<file path="config.mk">
export PLATFORM = sky130hd
export DESIGN_NAME = uart_tx_fifo_flat
export DESIGN_NICKNAME = d
export VERILOG_FILES = /design/src/rtl/uart_tx_fifo_if.sv /design/src/rtl/uart_tx_fifo.sv /design/src/flat_wrapper.sv
export SDC_FILE = /design/constraint.sdc
export NUM_CORES = 1
export LEC_CHECK = 0
export CORE_MARGIN = 3
export CORE_UTILIZATION = 41
export DETAILED_ROUTE_END_ITERATION = 8
export PLACE_DENSITY = 0.59
export SLEW_MARGIN = 40
export SYNTH_ARGS = -nofsm -noshare
export SYNTH_HDL_FRONTEND = slang
export SYNTH_SLANG_ARGS = --single-unit
</file>
<file path="constraint.sdc">
create_clock -name i_Clock -period 4.19 [get_ports i_Clock]
set_input_delay 0.838 -clock i_Clock [delete_from_list [all_inputs] [get_ports i_Clock]]
set_output_delay 0.838 -clock i_Clock [all_outputs]
set_load 0.1 [all_outputs]
</file>
<file path="src/rtl/uart_tx_fifo_if.sv">
// Write-side handshake between a controller and the UART transmitter FIFO.
// A word moves on any clock edge where Tx_DV and Tx_Ready are both high.
interface uart_tx_fifo_if #(
    parameter int DATA_BITS = 8
);
    logic                 Tx_DV;
    logic [DATA_BITS-1:0] Tx_Byte;
    logic                 Tx_Ready;

    modport master (
        output Tx_DV,
        output Tx_Byte,
        input  Tx_Ready
    );

    modport slave (
        input  Tx_DV,
        input  Tx_Byte,
        output Tx_Ready
    );
endinterface

</file>
<file path="src/rtl/uart_tx_fifo.sv">
// UART transmitter fed by a small FIFO. Frame settings are captured when a frame starts.
// Queued frames go out back-to-back with no idle gap between them.
module uart_tx_fifo #(
    parameter int DATA_BITS  = 8,
    parameter int FIFO_DEPTH = 4,
    parameter int CLK_DIV_W  = 16
) (
    input  logic                        i_Clock,
    input  logic                        i_Reset,
    input  logic [CLK_DIV_W-1:0]        i_Clks_Per_Bit,
    input  logic                        i_Parity_En,
    input  logic                        i_Parity_Odd,
    input  logic                        i_Two_Stop,
    uart_tx_fifo_if.slave               tx_if,
    output logic                        o_Tx_Serial,
    output logic                        o_Tx_Active,
    output logic                        o_Tx_Done,
    output logic [$clog2(FIFO_DEPTH):0] o_Fifo_Count
);
    localparam int ADDR_W = $clog2(FIFO_DEPTH);
    localparam int BIT_W  = $clog2(DATA_BITS);
    localparam logic [BIT_W-1:0] LAST_BIT  = BIT_W'(DATA_BITS - 1);
    localparam logic [ADDR_W:0]  DEPTH_CNT = (ADDR_W + 1)'(FIFO_DEPTH);

    typedef enum logic [2:0] {
        ST_IDLE,
        ST_START,
        ST_DATA,
        ST_PARITY,
        ST_STOP
    } state_t;

    logic [DATA_BITS-1:0] fifo_mem [FIFO_DEPTH];
    logic [ADDR_W-1:0]    wr_ptr_reg;
    logic [ADDR_W-1:0]    rd_ptr_reg;
    logic [ADDR_W:0]      count_reg;
    logic                 fifo_full;
    logic                 fifo_empty;
    logic                 push;
    logic                 pop;

    state_t               state_reg;
    state_t               state_next;
    logic [CLK_DIV_W-1:0] baud_cnt_reg;
    logic [CLK_DIV_W-1:0] baud_cnt_next;
    logic [BIT_W-1:0]     bit_idx_reg;
    logic [BIT_W-1:0]     bit_idx_next;
    logic [CLK_DIV_W-1:0] period_reg;
    logic [CLK_DIV_W-1:0] cpb_m1;
    logic                 par_en_reg;
    logic                 par_odd_reg;
    logic                 two_stop_reg;
    logic [DATA_BITS-1:0] data_reg;
    logic                 bit_end;
    logic                 frame_end;
    logic                 line_bit;

    logic                 serial_reg;
    logic                 active_reg;
    logic                 done_pend_reg;
    logic                 done_reg;

    assign fifo_full      = (count_reg == DEPTH_CNT);
    assign fifo_empty     = (count_reg == '0);
    assign push           = tx_if.Tx_DV && !fifo_full;
    assign tx_if.Tx_Ready = !fifo_full;

    // A divisor of zero behaves like one clock per bit.
    assign cpb_m1  = (i_Clks_Per_Bit == '0) ? '0 : i_Clks_Per_Bit - CLK_DIV_W'(1);
    assign bit_end = (baud_cnt_reg == '0);

    // Storage has no reset so it maps onto RAM; the popped word lands in data_reg.
    always_ff @(posedge i_Clock) begin
        if (push) begin
            fifo_mem[wr_ptr_reg] <= tx_if.Tx_Byte;
        end
        if (pop) begin
            data_reg <= fifo_mem[rd_ptr_reg];
        end
    end

    always_ff @(posedge i_Clock) begin
        if (i_Reset) begin
            wr_ptr_reg <= '0;
            rd_ptr_reg <= '0;
            count_reg  <= '0;
        end else begin
            if (push) begin
                wr_ptr_reg <= wr_ptr_reg + 1'b1;
            end
            if (pop) begin
                rd_ptr_reg <= rd_ptr_reg + 1'b1;
            end
            case ({push, pop})
                2'b10:   count_reg <= count_reg + 1'b1;
                2'b01:   count_reg <= count_reg - 1'b1;
                default: count_reg <= count_reg;
            endcase
        end
    end

    always_comb begin
        state_next    = state_reg;
        baud_cnt_next = baud_cnt_reg;
        bit_idx_next  = bit_idx_reg;
        pop           = 1'b0;
        frame_end     = 1'b0;

        case (state_reg)
            ST_IDLE: begin
                if (!fifo_empty) begin
                    pop           = 1'b1;
                    state_next    = ST_START;
                    baud_cnt_next = cpb_m1;
                    bit_idx_next  = '0;
                end
            end
            ST_START: begin
                if (bit_end) begin
                    state_next    = ST_DATA;
                    baud_cnt_next = period_reg;
                    bit_idx_next  = '0;
                end else begin
                    baud_cnt_next = baud_cnt_reg - 1'b1;
                end
            end
            ST_DATA: begin
                if (bit_end) begin
                    baud_cnt_next = period_reg;
                    if (bit_idx_reg == LAST_BIT) begin
                        state_next   = par_en_reg ? ST_PARITY : ST_STOP;
                        bit_idx_next = '0;
                    end else begin
                        bit_idx_next = bit_idx_reg + 1'b1;
                    end
                end else begin
                    baud_cnt_next = baud_cnt_reg - 1'b1;
                end
            end
            ST_PARITY: begin
                if (bit_end) begin
                    state_next    = ST_STOP;
                    baud_cnt_next = period_reg;
                    bit_idx_next  = '0;
                end else begin
                    baud_cnt_next = baud_cnt_reg - 1'b1;
                end
            end
            ST_STOP: begin
                if (bit_end) begin
                    if (two_stop_reg && (bit_idx_reg == '0)) begin
                        bit_idx_next  = BIT_W'(1);
                        baud_cnt_next = period_reg;
                    end else begin
                        // Chain straight into the next start bit when a word is waiting.
                        frame_end = 1'b1;
                        if (!fifo_empty) begin
                            pop           = 1'b1;
                            state_next    = ST_START;
                            baud_cnt_next = cpb_m1;
                            bit_idx_next  = '0;
                        end else begin
                            state_next = ST_IDLE;
                        end
                    end
                end else begin
                    baud_cnt_next = baud_cnt_reg - 1'b1;
                end
            end
            default: begin
                state_next = ST_IDLE;
            end
        endcase
    end

    always_comb begin
        line_bit = 1'b1;
        case (state_reg)
            ST_START:  line_bit = 1'b0;
            ST_DATA:   line_bit = data_reg[bit_idx_reg];
            ST_PARITY: line_bit = (^data_reg) ^ par_odd_reg;
            default:   line_bit = 1'b1;
        endcase
    end

    // Line, active and done are registered views of the state, so done trails the last stop clock on the line.
    always_ff @(posedge i_Clock) begin
        if (i_Reset) begin
            state_reg     <= ST_IDLE;
            baud_cnt_reg  <= '0;
            bit_idx_reg   <= '0;
            period_reg    <= '0;
            par_en_reg    <= 1'b0;
            par_odd_reg   <= 1'b0;
            two_stop_reg  <= 1'b0;
            serial_reg    <= 1'b1;
            active_reg    <= 1'b0;
            done_pend_reg <= 1'b0;
            done_reg      <= 1'b0;
        end else begin
            state_reg    <= state_next;
            baud_cnt_reg <= baud_cnt_next;
            bit_idx_reg  <= bit_idx_next;
            if (pop) begin
                period_reg   <= cpb_m1;
                par_en_reg   <= i_Parity_En;
                par_odd_reg  <= i_Parity_Odd;
                two_stop_reg <= i_Two_Stop;
            end
            serial_reg    <= line_bit;
            active_reg    <= (state_reg != ST_IDLE);
            done_pend_reg <= frame_end;
            done_reg      <= done_pend_reg;
        end
    end

    assign o_Tx_Serial  = serial_reg;
    assign o_Tx_Active  = active_reg;
    assign o_Tx_Done    = done_reg;
    assign o_Fifo_Count = count_reg;
endmodule

</file>
<file path="src/flat_wrapper.sv">
// flat-port wrapper written by rule: the top's interface ports become plain ports
module uart_tx_fifo_flat 
#(
    parameter int DATA_BITS  = 8,
    parameter int FIFO_DEPTH = 4,
    parameter int CLK_DIV_W  = 16
)
  (i_Clock, i_Reset, i_Clks_Per_Bit, i_Parity_En, i_Parity_Odd, i_Two_Stop, o_Tx_Serial, o_Tx_Active, o_Tx_Done, o_Fifo_Count, tx_if_Tx_DV, tx_if_Tx_Byte, tx_if_Tx_Ready);
  uart_tx_fifo_if #(.DATA_BITS(DATA_BITS)) tx_if_i ();
  input  logic i_Clock;
  input  logic i_Reset;
  input  logic [CLK_DIV_W-1:0] i_Clks_Per_Bit;
  input  logic i_Parity_En;
  input  logic i_Parity_Odd;
  input  logic i_Two_Stop;
  output logic o_Tx_Serial;
  output logic o_Tx_Active;
  output logic o_Tx_Done;
  output logic [$clog2(FIFO_DEPTH):0] o_Fifo_Count;
  input wire logic [$bits(tx_if_i.Tx_DV)-1:0] tx_if_Tx_DV;
  input wire logic [$bits(tx_if_i.Tx_Byte)-1:0] tx_if_Tx_Byte;
  output wire logic [$bits(tx_if_i.Tx_Ready)-1:0] tx_if_Tx_Ready;
  assign tx_if_i.Tx_DV = tx_if_Tx_DV;
  assign tx_if_i.Tx_Byte = tx_if_Tx_Byte;
  assign tx_if_Tx_Ready = tx_if_i.Tx_Ready;
  uart_tx_fifo #(.DATA_BITS(DATA_BITS), .FIFO_DEPTH(FIFO_DEPTH), .CLK_DIV_W(CLK_DIV_W)) u_core (.i_Clock(i_Clock), .i_Reset(i_Reset), .i_Clks_Per_Bit(i_Clks_Per_Bit), .i_Parity_En(i_Parity_En), .i_Parity_Odd(i_Parity_Odd), .i_Two_Stop(i_Two_Stop), .tx_if(tx_if_i), .o_Tx_Serial(o_Tx_Serial), .o_Tx_Active(o_Tx_Active), .o_Tx_Done(o_Tx_Done), .o_Fifo_Count(o_Fifo_Count));
endmodule
</file>
# Word-level counts from Yosys, hierarchy flattened
# Memories as Yosys holds them, arrays and structs flattened. A register that Yosys moved wholly into a read port is not among the register bits.
# Index checks and enable logic that the tools add are counted.
# word_totals
ff_bits	52
latch_bits	0
ramBits	32
rom_bits	0
word_cells	94
memories	1
# memory_table
memory	words	word_bits	read_ports	rd_ports_with_merged_regs	wr	line	rtl
u_core.fifo_mem	4	8	1	1	1	uart_tx_fifo.sv:33	logic [DATA_BITS-1:0] fifo_mem [FIFO_DEPTH];
# classes
add_sub_neg	7
n_mul	0
n_div	0
order_cmp	1
eq_ne	16
shifts	0
n_mux	34
bitwise	3
reduce_logical	18
# ops
op	n
$mux 16	5
$pmux 16 s3	1
$mux 3	14
$logic_not 16->1	2
$sub 16x1->16 const B	2
$pmux 3 s5	1
$ne 2x1->1 const B	6
$pmux 3 s4	1
$eq 3x3->1 const B	3
$logic_not 3->1	3
$mux 1	8
$reduce_xor 8->1	1
$reduce_and 7->1	1
$add 3x1->3 const B	2
$eq 3x2->1 const B	2
$pmux 3 s2	1
$reduce_bool 3->1	2
$reduce_or 3->1	2
$add 2x1->2 const B	2
$lt 3x4->1 const B	1
$ne 2x2->1 const B	2
$reduce_and 4->1	1
$reduce_bool 4->1	1
$bmux 1 s3	1
12 further kinds	14

# Logic depth before layout (Yosys ltp)
# logic_depth
word_depth	7
ltp_mapped	14

# Least setup slack after synthesis
# OpenSTA, ideal clock, no wires.
# synth_timing
kind	reg-to-reg
from	reg u_core.count_reg[2] (netlist: u_core.o_Fifo_Count[2])
to	reg u_core.count_reg[2] (netlist: u_core.o_Fifo_Count[2])
setup_ps	70
t_arrival_ps	3853
required_time_ps	4120
slack_ps	266
stages_incl_launch_ff	10
path_buffers	0
synth_period_minus_slack_ps	3924
path_cell_list	dfxtp_1 -> nand3_1 -> and2_1 -> inv_1 -> ha_1 -> inv_1 -> fa_1 -> xor2_1 -> or3_1 -> a21oi_1
# synth_between
word_cells_on_any_way	14
cone_classes	add/sub (2); eq/ne (3); mux (5); reduce/logical (4)
# synth_rtl
element	line	rtl
from (decl)	uart_tx_fifo.sv:36	logic [ADDR_W:0] count_reg;
from (signal assigned)	uart_tx_fifo.sv:95	2'b10: count_reg <= count_reg + 1'b1;
from (signal assigned)	uart_tx_fifo.sv:96	2'b01: count_reg <= count_reg - 1'b1;
from (signal assigned)	uart_tx_fifo.sv:97	default: count_reg <= count_reg;
$eq 3x3->1 *	uart_tx_fifo.sv:63	assign fifo_full = (count_reg == DEPTH_CNT);
$logic_not 1->1 *	n/a	
net tx_if_Tx_Ready	flat_wrapper.sv:22	output wire logic [$bits(tx_if_i.Tx_Ready)-1:0] tx_if_Tx_Ready;
$logic_and 1x1->1 *	uart_tx_fifo.sv:65	assign push = tx_if.Tx_DV && !fifo_full;
$eq 2x1->1 / $eq 2x2->1 (equally long branches)	uart_tx_fifo.sv:94	case ({push, pop})
$pmux 3 s2 / $reduce_bool 2->1 (equally long branches)	n/a	
# Mark *: on every way through the listed nets, which the timed path passes. The rest lies on a longest branch.
# A chain may end at the register's enable or synchronous reset.

# Final worst setup path
# layout_timing
from	reg u_core.baud_cnt_reg[0]
to	reg u_core.count_reg[2] (netlist: u_core.o_Fifo_Count[2])
# layout_between
elab_chain_cells	5
word_cells_on_any_way	7
cone_classes	eq/ne (2); mux (3); reduce/logical (2)
# layout_lines
element	line	rtl
from (decl)	uart_tx_fifo.sv:44	logic [CLK_DIV_W-1:0] baud_cnt_reg;
from (signal assigned)	uart_tx_fifo.sv:202	baud_cnt_reg <= baud_cnt_next;
$logic_not 16->1 *	uart_tx_fifo.sv:70	assign bit_end = (baud_cnt_reg == '0);
$mux 1 *	uart_tx_fifo.sv:150	if (bit_end) begin
$pmux 1 s2 *	uart_tx_fifo.sv:109	case (state_reg)
$eq 2x1->1 / $eq 2x2->1 (equally long branches)	uart_tx_fifo.sv:94	
$pmux 3 s2 / $reduce_bool 2->1 (equally long branches)	n/a	
# Mark *: on every way between the ends. The rest lies on a longest branch, timed or not.

==> flow_summary_export.csv <==
group,metric,value,unit
status,status,"completed",
clock_network,cts_root_buffer,"clkbuf_16",
clock_network,cts_setup_buffers,0,
synth,avgSynthCellArea,9.40,um2
synth,synth_seq_cells,92,
sta,relSlewSlack,0.446,
route,via_count,4272,
sta,tightest_slew,0.828,ns
clock_network,cts_tree,"built",
route,first_iter_violations,359,
clock_network,cts.htree.levels,3,
hold_path,min_path_cells,2,
worst_setup_path,worstRegToRegCells,13,
hold_path,min-delay-start,"u_core.period_reg[5]$_SDFFE_PP0P_",
sta,period_minus_slack,3.01,ns
route,viasPerCell,5.77,
synth,yosysMostFrequentCell,"nand2_1",
finish,drive_above_1_share,0.106,
floorplanning,fp.dieArea,0.0138,mm2
floorplanning,die_y,117,um
global_routing,grt_max_degree,33,
route,drcViolationCount,0,
run,max_cap_viol_count,0,
finish,antenna_cells,0,
global_routing,met2_usage,0.292,
route,wl,13400,um
worst_setup_path,reg2reg_from,"u_core.baud_cnt_reg[0]$_SDFFE_PP0P_",
sta,tns,0,ns
route,antenna_left,0,
synth,synthTopCellsByCount,"nand2_1, dfxtp_1, nor2_1",
global_routing,grtUsageMet1,0.286,
power,ir_worst_vdd,0.541,mV
synth,synth_area,0.00509,mm2
synth,synth_edf_count,40,
floorplanning,die_w,117,um
synth,synth_area_leaders,"edfxtp_1, dfxtp_1, a21oi_1",
sta,setup_viol,0,
sta,timing_hold_violations_final,0,
synth,syn_nets,582,
clock_network,clk_latency,0.34,ns
sta,maxSlewViolCount,0,
clock_network,clk_pin_slew,0.07,ns
worst_setup_path,critPathRequiredTime,4.46,ns
synth,synth-seq-area-share,0.441,
global_routing,antenna_found_initial,0,
worst_setup_path,crit_path_max_fanout,7,
placed_design,pre_cts_ws,1.10,ns
global_routing,grt_pass1_vias,4101,
synth,postSynthCellCount,541,
sta,fmaxAchievable,0.332,GHz
clock_network,cts_resized,0,
floorplanning,io_pins,37,
synth,yosysWarnings,0,
sta,finalCritPeriodShare,0.719,
global_routing,grt_pass1_wl,21700,um
placed_design,place_congestion,0.873,
worst_setup_path,end_kind,"register",
synth,synth-async-reset-ratio,0,
placed_design,dp_hpwl,9350,um
synth,yosys.area.top_type,"edfxtp_1",
global_routing,grt_overflow,0,
clock_network,cts_buffers,9,
worst_setup_path,startpoint,"u_core.baud_cnt_reg[0]$_SDFFE_PP0P_",
power,p_leak,0.00204,uW
finish,area_delta_synth_final,15.8,%
floorplanning,std_cell_rows,40,
placed_design,io_buffers,36,
floorplanning,coreArea,0.0121,mm2
hold_path,hold_class,"reg -> reg",
sta,rsz0062_at_grt,"no",
route,detail_route.wl_per_cell,18.1,um
global_routing,track_usage,0.194,
global_routing,grt_use_met3,0.0371,
global_routing,grt.busiest_layer,"met2",
worst_setup_path,crit_arrival,3.29,ns
clock_network,clkSinkCount,92,
route,dr.pass1.iters,5,
sta,setup_slack,1.18,ns
finish,largest_reg_flops,32,
sta,clock_skew,0.00730,ns
power,power_density,816,mW/mm2
worst_setup_path,critical_path_class,"reg -> reg",
worst_setup_path,start_kind,"register",
clock_network,clockBufferDepth,2,
clock_network,hold_buffers,0,
synth,synth_ff_type,"dfxtp_1",
synth,ys_types,72,
finish,nets,609,
floorplanning,start_util,0.422,
synth,synth_top_area_frac,0.236,
[critical path, stage by stage (launching register included)]
cell and delay, ns:
dfxtp_1 0.38, inv_1 0.09, ha_1 0.23, nor4b_4 0.41, nand4_2 0.17, o21ai_2 0.26
nand2_2 0.08, clkinv_1 0.09, ha_1 0.20, inv_1 0.06, fa_1 0.38, xor2_1 0.16
or3_1 0.30, a21oi_1 0.14
[final cells by class]
type | count | area, um2
Fill cell | 1130 | 6170
Tap cell | 168 | 210
Clock inverter | 7 | 90.1
Clock buffer | 9 | 225
Sequential cell | 92 | 2240
Inverter | 18 | 67.6
Multi-Input combinational cell | 397 | 2630
Timing Repair Buffer | 50 | 425
[cell usage in the layout (no fill, tap or decap), types with 5 or more instances in the layout]
cell type        netlist  routed
a21oi_1               45      45
o21ai_0               25      24
xor2_1                11      11
edfxtp_1              40      40
nor2_1                51      51
a31oi_1                5       5
inv_1                 17      17
nor4_1                 5       5
nor3_1                19      18
nand2_1               54      54
or4_1                  5       5
mux2i_1                6       6
xnor2_1               15      15
dfxtp_1               52      52
buf_2                  7       8
clkdlybuf4s50_1        0      28
or3_1                 16      16
buf_4                  0      14
clkbuf_16              0       9
nand3_1               17      17
a211oi_1               8       8
and3_1                 6       6
ha_1                  10      10
o22ai_1                6       6
mux4_2                10      10
[routing by layer]
metal | vias up | wire length [um]
met4 | 0 | 140
met2 | 144 | 5980
met1 | 2042 | 6510
met5 | - | 0
met3 | 12 | 767
li1 | 2074 | -
[power by group]
part | switching, uW | internal [uW] | leakage, uW
logic | 1520 | 947 | 0.00109
registers | 276 | 1210 | 0.000796
clock network | 373 | 477 | 0.000154
[metrics by stage]
| step | utilization | hold WS (ns) | power (uW) | std cells | cell area, um2 |
|---|---|---|---|---|---|
| floorplan | - | 0.414 | 3300 | 541 | 5090 |
| global placement | 0.465 | 0.442 | 3910 | 725 | 5610 |
| detailed placement | 0.462 | 0.442 | 3910 | 725 | 5570 |
| CTS | 0.488 | 0.455 | 4790 | 741 | 5890 |
| global route | 0.488 | 0.466 | 5130 | 741 | 5890 |
| finish | 0.488 | 0.455 | 4800 | 741 | 5890 |
[path summary, 6_finish.rpt]
path	end	slack, ns
worst max-delay path	u_core.o_Fifo_Count[2]$_SDFFE_PP0P_	1.18
worst min-delay path	u_core.period_reg[5]$_SDFFE_PP0P_	0.45
worst max register to register	u_core.o_Fifo_Count[2]$_SDFFE_PP0P_	1.18
worst min register to register	u_core.period_reg[5]$_SDFFE_PP0P_	0.45
[kinds of logic (layout without fill, tap and decap cells)]
kind of cell    Yosys count  count (layout)  share of synthesized area
compound gates          145             145                      0.188
xor+xnor                 26              26                     0.0448
fa+ha+maj                11              11                     0.0285
buf+inv                  52              84                     0.0435
flops                    92              92                      0.441
mux                      16              16                     0.0561
simple gates            199             199                      0.198
No activity file was read; power rests on OpenSTA's default activity.
